==> src/rtl/perfil_pkg.sv <==
// Shared profile codes and session FSM state encoding.
package perfil_pkg;

    localparam int unsigned PERFIL_GUEST  = 0;
    localparam int unsigned PERFIL_USER   = 1;
    localparam int unsigned PERFIL_TESTER = 2;
    localparam int unsigned PERFIL_ADM    = 3;

    typedef enum logic [1:0] {
        OCIOSO,
        ATIVA,
        BLOQUEADO
    } estado_t;

endpackage

==> src/rtl/codificador_perfil_onehot.sv <==
// One-hot profile select encoder: code = set bit index + 1, 0 when all-zero;
// valido drops when more than one select line is high.
module codificador_perfil_onehot #(
    parameter int unsigned N_PERFIS = 4
) (
    input  logic [N_PERFIS-2:0]         sel,
    output logic [$clog2(N_PERFIS)-1:0] code,
    output logic                        valido
);

    localparam int unsigned W = $clog2(N_PERFIS);

    logic found;

    always_comb begin
        code   = '0;
        valido = 1'b1;
        found  = 1'b0;
        for (int i = 0; i < int'(N_PERFIS) - 1; i++) begin
            if (sel[i]) begin
                if (found) begin
                    valido = 1'b0;
                end
                found = 1'b1;
                code  = W'(i + 1);
            end
        end
    end

endmodule

==> src/rtl/gerenciador_perfil_sessao.sv <==
// Session/profile manager: latches the encoded profile on login, closes on logout
// or idle timeout. Optional lockout after repeated rejected logins under LOCKOUT_EN.
module gerenciador_perfil_sessao
    import perfil_pkg::*;
#(
    parameter int unsigned N_PERFIS   = 4,
    parameter int unsigned TIMEOUT    = 16,
    parameter int unsigned MAX_FALHAS = 3,
    parameter int unsigned BLOQUEIO   = 32
) (
    input  logic                        clk,
    input  logic                        reset,
    input  logic [N_PERFIS-2:0]         sel,
    input  logic                        login,
    input  logic                        logout,
    input  logic                        atividade,
    output logic [$clog2(N_PERFIS)-1:0] perfil,
    output logic                        sessao_ativa,
    output logic                        erro,
    output logic                        expirou,
    output logic                        bloqueado
);

    localparam int unsigned W  = $clog2(N_PERFIS);
    localparam int unsigned IW = $clog2(TIMEOUT);
    localparam logic [IW-1:0] IDLE_MAX = IW'(TIMEOUT - 1);

    estado_t         state, state_n;
    logic [IW-1:0]   idle, idle_n, idle_sat;
    logic [W-1:0]    perfil_n, code;
    logic            valido, erro_n, expirou_n;
    logic            falha, sucesso;

`ifdef LOCKOUT_EN
    localparam int unsigned FW = $clog2(MAX_FALHAS + 1);
    localparam int unsigned LW = $clog2(BLOQUEIO);
    localparam logic [LW-1:0] LOCK_MAX = LW'(BLOQUEIO - 1);

    logic [FW-1:0] falhas, falhas_n;
    logic [LW-1:0] lock_cnt, lock_n;
`else
    logic unused_cfg;
    assign unused_cfg = ^{falha, sucesso, 32'(MAX_FALHAS), 32'(BLOQUEIO)};
    assign bloqueado  = 1'b0;
`endif

    codificador_perfil_onehot #(.N_PERFIS(N_PERFIS)) u_cod (
        .sel    (sel),
        .code   (code),
        .valido (valido)
    );

    // Stops at IDLE_MAX so the counter can never wrap
    assign idle_sat = (idle == IDLE_MAX) ? idle : idle + IW'(1);

    always_comb begin
        state_n   = state;
        idle_n    = idle;
        perfil_n  = perfil;
        erro_n    = 1'b0;
        expirou_n = 1'b0;
        falha     = 1'b0;
        sucesso   = 1'b0;
`ifdef LOCKOUT_EN
        falhas_n  = falhas;
        lock_n    = lock_cnt;
`endif
        case (state)
            OCIOSO: begin
                if (login && valido) begin
                    state_n  = ATIVA;
                    perfil_n = code;
                    idle_n   = '0;
                    sucesso  = 1'b1;
                end else if (login) begin
                    erro_n = 1'b1;
                    falha  = 1'b1;
                end
            end
            ATIVA: begin
                if (logout) begin
                    state_n  = OCIOSO;
                    perfil_n = W'(PERFIL_GUEST);
                    idle_n   = '0;
                end else if (login && valido) begin
                    perfil_n = code;
                    idle_n   = '0;
                    sucesso  = 1'b1;
                end else if (login) begin
                    erro_n = 1'b1;
                    falha  = 1'b1;
                    idle_n = atividade ? '0 : idle_sat;
                end else if (atividade) begin
                    idle_n = '0;
                end else if (idle == IDLE_MAX) begin
                    state_n   = OCIOSO;
                    perfil_n  = W'(PERFIL_GUEST);
                    idle_n    = '0;
                    expirou_n = 1'b1;
                end else begin
                    idle_n = idle_sat;
                end
            end
            BLOQUEADO: begin
`ifdef LOCKOUT_EN
                if (lock_cnt == LOCK_MAX) begin
                    state_n  = OCIOSO;
                    falhas_n = '0;
                end else begin
                    lock_n = lock_cnt + LW'(1);
                end
`else
                state_n = OCIOSO;
`endif
            end
            default: state_n = OCIOSO;
        endcase
`ifdef LOCKOUT_EN
        // Rejected logins accumulate; the last allowed one closes any session and locks
        if (sucesso) begin
            falhas_n = '0;
        end else if (falha) begin
            falhas_n = falhas + FW'(1);
            if (falhas == FW'(MAX_FALHAS - 1)) begin
                state_n  = BLOQUEADO;
                perfil_n = W'(PERFIL_GUEST);
                idle_n   = '0;
                lock_n   = '0;
            end
        end
`endif
    end

    always_ff @(posedge clk or posedge reset) begin
        if (reset) begin
            state <= OCIOSO;
        end else begin
            state <= state_n;
        end
    end

    always_ff @(posedge clk or posedge reset) begin
        if (reset) begin
            idle         <= '0;
            perfil       <= '0;
            sessao_ativa <= 1'b0;
            erro         <= 1'b0;
            expirou      <= 1'b0;
        end else begin
            idle         <= idle_n;
            perfil       <= perfil_n;
            sessao_ativa <= (state_n == ATIVA);
            erro         <= erro_n;
            expirou      <= expirou_n;
        end
    end

`ifdef LOCKOUT_EN
    always_ff @(posedge clk or posedge reset) begin
        if (reset) begin
            falhas    <= '0;
            lock_cnt  <= '0;
            bloqueado <= 1'b0;
        end else begin
            falhas    <= falhas_n;
            lock_cnt  <= lock_n;
            bloqueado <= (state_n == BLOQUEADO);
        end
    end
`endif

endmodule

==> config.mk <==
export PLATFORM = sky130hd
export DESIGN_NAME = gerenciador_perfil_sessao
export DESIGN_NICKNAME = d
export VERILOG_FILES = /design/src/rtl/perfil_pkg.sv /design/src/rtl/codificador_perfil_onehot.sv /design/src/rtl/gerenciador_perfil_sessao.sv
export SDC_FILE = /design/constraint.sdc
export NUM_CORES = 1
export LEC_CHECK = 0
export BUFFER_PORTS_ARGS = -buffer_cell sky130_fd_sc_hd__buf_2
export CORE_MARGIN = 10
export CORE_UTILIZATION = 30
export CTS_CLUSTER_SIZE = 40
export DETAILED_ROUTE_END_ITERATION = 6
export GPL_ROUTABILITY_DRIVEN = 1
export PLACE_DENSITY = 0.59
export SLEW_MARGIN = 20
export SYNTH_ARGS = -nofsm -noshare
export SYNTH_HDL_FRONTEND = slang
export SYNTH_SLANG_ARGS = --single-unit
==> constraint.sdc <==
create_clock -name clk -period 2.1 [get_ports clk]
set_input_delay 0.21 -clock clk [delete_from_list [all_inputs] [get_ports clk]]
set_output_delay 0.21 -clock clk [all_outputs]
set_load 0.05 [all_outputs]
== Yosys cells after proc, flatten, opt, wreduce, memory -nomap -nowiden ==
Index checks and enable logic that the tools add are counted.
W data, S select, Z words.
Operators by class
  $add $sub $neg: 1
  multipliers: 0
  divide/modulo/power cells: 0
  magnitude comparators: 0
  eq/ne operators: 7
  shift-type cells: 0
  muxes and demuxes: 42
  bitwise operators: 0
  reductions and logical operators: 5
Operators with widths (number)
  $mux W4: 8
  $mux W2: 14
  $mux W1: 16
  $ne A4 B4 Y1 const B: 3
  $pmux W2 S2: 2
  $pmux W4 S2: 1
  $reduce_and A5 Y1: 1
  $add A4 B1 Y4 const B: 1
  $eq A2 B1 Y1 const B: 2
  $eq A4 B4 Y1 const B: 1
  $logic_not A2 Y1: 1
  $ne A2 B2 Y1 const B: 1
  $pmux W1 S2: 1
  $reduce_and A2 Y1: 1
  $reduce_bool A2 Y1: 1
  $logic_and A1 B1 Y1: 1
Storage, ports and cells
  register bits: 11
  bits in latches: 0
  memory bits (writable): 0
  memory bits (read-only): 0
  input bits: 8
  output and inout bits: 6
  logic and storage cells: 61
  memories kept: 0

== Longest topological paths before layout ==
  depth after elaboration: 10
  gate-level depth with buffers: 7
  gate-level depth less buffers: 7

== Hierarchy ==
A second synthesis with hierarchy kept.
Second synthesis, totals
  cells, all modules: 62
  area, all modules: 619.3 µm²
Modules (own cells, without submodules)
  gerenciador_perfil_sessao: instances 1, cells an instance 57, area each 584.3 µm², sequential area each 275.3 µm²
  codificador_perfil_onehot: instances 1, cells an instance 5, area each 35.0 µm², sequential area each 0.0 µm²

== Worst setup path after synthesis ==
Ideal clock, no wire load.
  path type: register to register
  from: register idle[0]
  to: register perfil[0]
  setup time: 0.128 ns
  arrival: 1.547 ns
  required time: 1.972 ns
  setup slack: 0.426 ns
  cell stages (with the launch flop): 7
  path buffers: 0
  period minus slack after synthesis: 1.674 ns
  cells stage by stage: dfrtp_1 -> ha_1 -> and3_2 -> inv_2 -> nor4b_4 -> a211oi_2 -> mux2_1
Between the ends
  word-level cells in the longest chain between the ends: 3
Ends and longest elaborated chain
  from (decl): RTL line gerenciador_perfil_sessao.sv:29  | logic [IW-1:0] idle, idle_n, idle_sat;
  from (signal assigned): RTL line gerenciador_perfil_sessao.sv:150  | idle <= idle_n;
  $eq A4 B4 Y1: RTL line gerenciador_perfil_sessao.sv:95  | end else if (idle == IDLE_MAX) begin
  $ne A4 B4 Y1 (no line)
  $reduce_and A5 Y1 (no line)
  to (signal assigned): RTL line gerenciador_perfil_sessao.sv:151  | perfil <= perfil_n;
  to (decl): RTL line gerenciador_perfil_sessao.sv:17  | output logic [$clog2(N_PERFIS)-1:0] perfil,
No other way between the ends.
A chain may end at the register's enable or synchronous reset.

== Worst setup path after layout ==
  from: register idle[0]
  to: register perfil[1]
The elaborated chain is that of the path after synthesis.

==> flow_metrics.py <==
metrics = {
    "sta": {
        "layout_worst_path_cycle_share_pct": 85.5,
        "final.setup_skew_ns": 0.00183,
        "setup_repair_after_global_routing_missed_its_margin": "no",
        "fmax_ghz": 0.557,
        "fin_setup_tns_ns": 0,
        "final.setup.worst_slack_ns": 0.305,
        "final-setup-viol-count": 0,
        "timing_max_transition_violations_final": 0,
        "remaining_max_slew_budget_at_the_tightest_pin_pct": 66.0,
        "fin_crit_ns": 1.79,
        "timing.final.hold_violations": 0,
        "max_slew.worst_pin.slew_ns": 0.510,
    },
    "floorplanning": {
        "core_region_area_um2": 2000,
        "design.die.area_um2": 4380,
        "floorplan.initialDensity_pct": 31.9,
        "std_cell_rows": 16,
        "dieHeight_um": 66.2,
        "io-pin-count": 14,
        "die_x_extent_um": 66.2,
    },
    "global_route": {
        "gr-usage-all-layers_pct": 6.80,
        "grt_first_pass_wirelength_um": 2270,
        "initial_antenna_violation_count": 0,
        "vias_in_the_first_global_route": 532,
        "globalRouteOverflowTotal": 0,
        "grt_max_degree": 12,
    },
    "cells_and_area": {
        "layout_commonest_cell": "buf_2",
        "layout-drive-gt1-share_pct": 28.0,
        "area_growth_syn_to_layout_pct": 19.0,
        "mostFrequentLayoutCells": "buf_2 (12), dfrtp_1 (11), a21oi_1 (7), inv_1 (6), nand2_1 (5)",
        "finalInstanceArea_um2": 761,
        "num_antenna_cells": 0,
        "nNetsFinal": 93,
    },
    "yosys": {
        "synth-main-ff-cell": "dfrtp_1",
        "post_synthesis_instance_area_um2": 639,
        "syn-mean-instance-area_um2": 9.69,
        "post_synthesis_cells": 66,
        "synth_largest_type_area_fraction_pct": 43.1,
        "synth_seq_area_share_pct": 43.1,
        "synth_area_leaders": "dfrtp_1 (43%), a21oi_1 (5.5%), ha_1 (3.9%)",
        "synthDominantAreaCellType": "dfrtp_1",
        "synth_seq_cells": 11,
        "async_flop_share_pct": 100,
        "synth_warnings": 0,
        "synth.lib_cells_used.distinct": 32,
        "synth_enable_flop_cells": 0,
    },
    "setup_path": {
        "cell_with_the_largest_stage_delay_on_the_worst_path": "dfrtp_1",
        "setup.worst_path.start": "idle[0]",
        "setup.worst_path.start_class": "flop",
        "crit_path_max_fanout": 4,
        "timing.critical_path.cells": "ha_1, and3_2, inv_2, nor4b_4, a211oi_2, mux2_1",
        "crit-reg2reg-launch": "idle[0]",
        "cp.required_ns": 2.26,
        "cp.arrival_ns": 1.95,
        "critical_path.max_stage_delay_ns": 0.41,
        "critPathKind": "reg2reg",
        "timing.critical_path.to_type": "flop",
        "reg2reg_setup_slack_ns": 0.31,
    },
    "worst_hold_path": {
        "hold_path_class": "in2reg",
        "min-delay-start": "login",
    },
    "placement": {
        "hpwl_um": 1020,
        "post_placement_setup_slack_ns": 0.300,
        "place.gp.congestion": 0.787,
        "post_dp_cell_area_um2": 724,
        "buffer_ports.inserted": 12,
    },
    "clocking": {
        "cts-root-buf": "clkbuf_4",
        "cts_inserted_buffers": 3,
        "cts.hold.buffers_added": 1,
        "clock_sink_count": 11,
        "ctsResizeCount": 0,
        "cts_setup_buffers": 0,
        "max-clock-path-buffers": 2,
        "cts_clock_pin_slew_for_the_worst_setup_and_hold_paths_ns": 0.07,
        "latest_clock_arrival_within_the_worst_skew_pair_ns": 0.27,
        "cts_max_level": 1,
        "cts_tree": "built",
    },
    "power_and_ir_drop": {
        "combinationalPowerShare_pct": 23.3,
        "p_leak_uw": 0.000358,
        "ir_worst_vdd_mv": 0.201,
        "power_switching_share_pct": 33.6,
        "power_frac_clock_pct": 29.7,
        "power_per_cell_area_nw_per_um2": 662,
        "seqPwrFrac_pct": 47.0,
        "switching_power_uw": 169,
        "internal-power_uw": 334,
        "totalPowerFinal_uw": 504,
    },
    "routing": {
        "detail_route.wl_per_cell_um": 12.1,
        "vias": 535,
        "via_per_inst": 4.91,
        "drt_wl_total_um": 1320,
        "dr.first_iter.drc_count": 13,
        "first_pass_iteration_count_of_the_detailed_router": 4,
        "drcViolationCount": 0,
        "final_antenna_net_count": 0,
    },
    "run_status": {
        "run_status": "completed",
    },
    "job": {
        "cap_viol_max_count": 0,
    },
}
## kinds of logic after synthesis
logic type	share of synthesized area (%)
buffers and inverters	6.65
AO/OA/AOI/OAI	20.4
other	0.587
AND/OR/NAND/NOR	20.2
flip-flops	43.1
multiplexers	3.52
adder cells (fa/ha/maj)	5.67
## power by group through the flow
stage | sequential (uW) | clock, uW | combinational [uW]
2_1_floorplan | 283 | 0 | 44.1
3_3_place_gp | 241 | 0 | 117
3_5_place_dp | 241 | 0 | 118
4_1_cts | 237 | 155 | 119
5_1_grt | 239 | 167 | 128
6_report | 237 | 150 | 117
## layout make-up
| class | count | area (um2) |
|---|---|---|
| clock buffers | 4 | 26.3 |
| fillers | 212 | 1240 |
| inverters | 8 | 30.0 |
| multi-input cells | 46 | 325 |
| flip-flops and latches | 11 | 275 |
| well taps | 27 | 33.8 |
| repair buffers | 13 | 70.1 |
## synth_stat cells, types with 2 or more instances
library cell,instances
a21oi_1,7
dfrtp_1,11
ha_1,2
inv_1,6
inv_2,2
mux2_1,2
nand2_1,5
nand3_1,2
nor2_1,3
o21ai_0,2
o22a_1,2
or3_1,2
## metrics by stage
| stage | hold WS [ns] | utilization [%] | cells |
|---|---|---|---|
| 6_report | 0.332 | 38.0 | 109 |
| 5_1_grt | 0.336 | 38.0 | 109 |
| 4_1_cts | 0.323 | 38.0 | 109 |
| 3_5_place_dp | 0.222 | 36.2 | 104 |
| 3_3_place_gp | 0.221 | 36.2 | 104 |
| 2_1_floorplan | 0.0624 | - | 67 |
## sequential cells by signal, indices dropped and copies added (netlist names)
register and count:
idle 4, sessao_ativa 1, state 2, expirou 1
erro 1, perfil 2
## worst max-delay path, delay by kind of cell (launching register included)
| kind | cells | cell delay [ns] |
|---|---|---|
| mux | 1 | 0.35 |
| flops | 1 | 0.41 |
| buf+inv | 1 | 0.10 |
| compound gates | 1 | 0.26 |
| fa+ha+maj | 1 | 0.25 |
| simple gates | 2 | 0.31 |
## per-layer routing
metal / GRT usage, % / up-vias / wire length [um]
li1: - / 267 / -
met5: 0 / - / 0
met3: 2.03 / 3 / 68
met4: 7.59 / 0 / 28
met2: 9.21 / 17 / 624
met1: 7.81 / 248 / 595
## final timing paths
kind                            cells after the start         to
worst min-delay path                                2       erro
worst min register to register                      1  perfil[0]
min in group asynchronous                           3       erro
worst max register to register                      6  perfil[1]
max in group asynchronous                           3    idle[0]
worst max-delay path                                6  perfil[1]
Note: power is estimated with default switching activity, not from simulation.
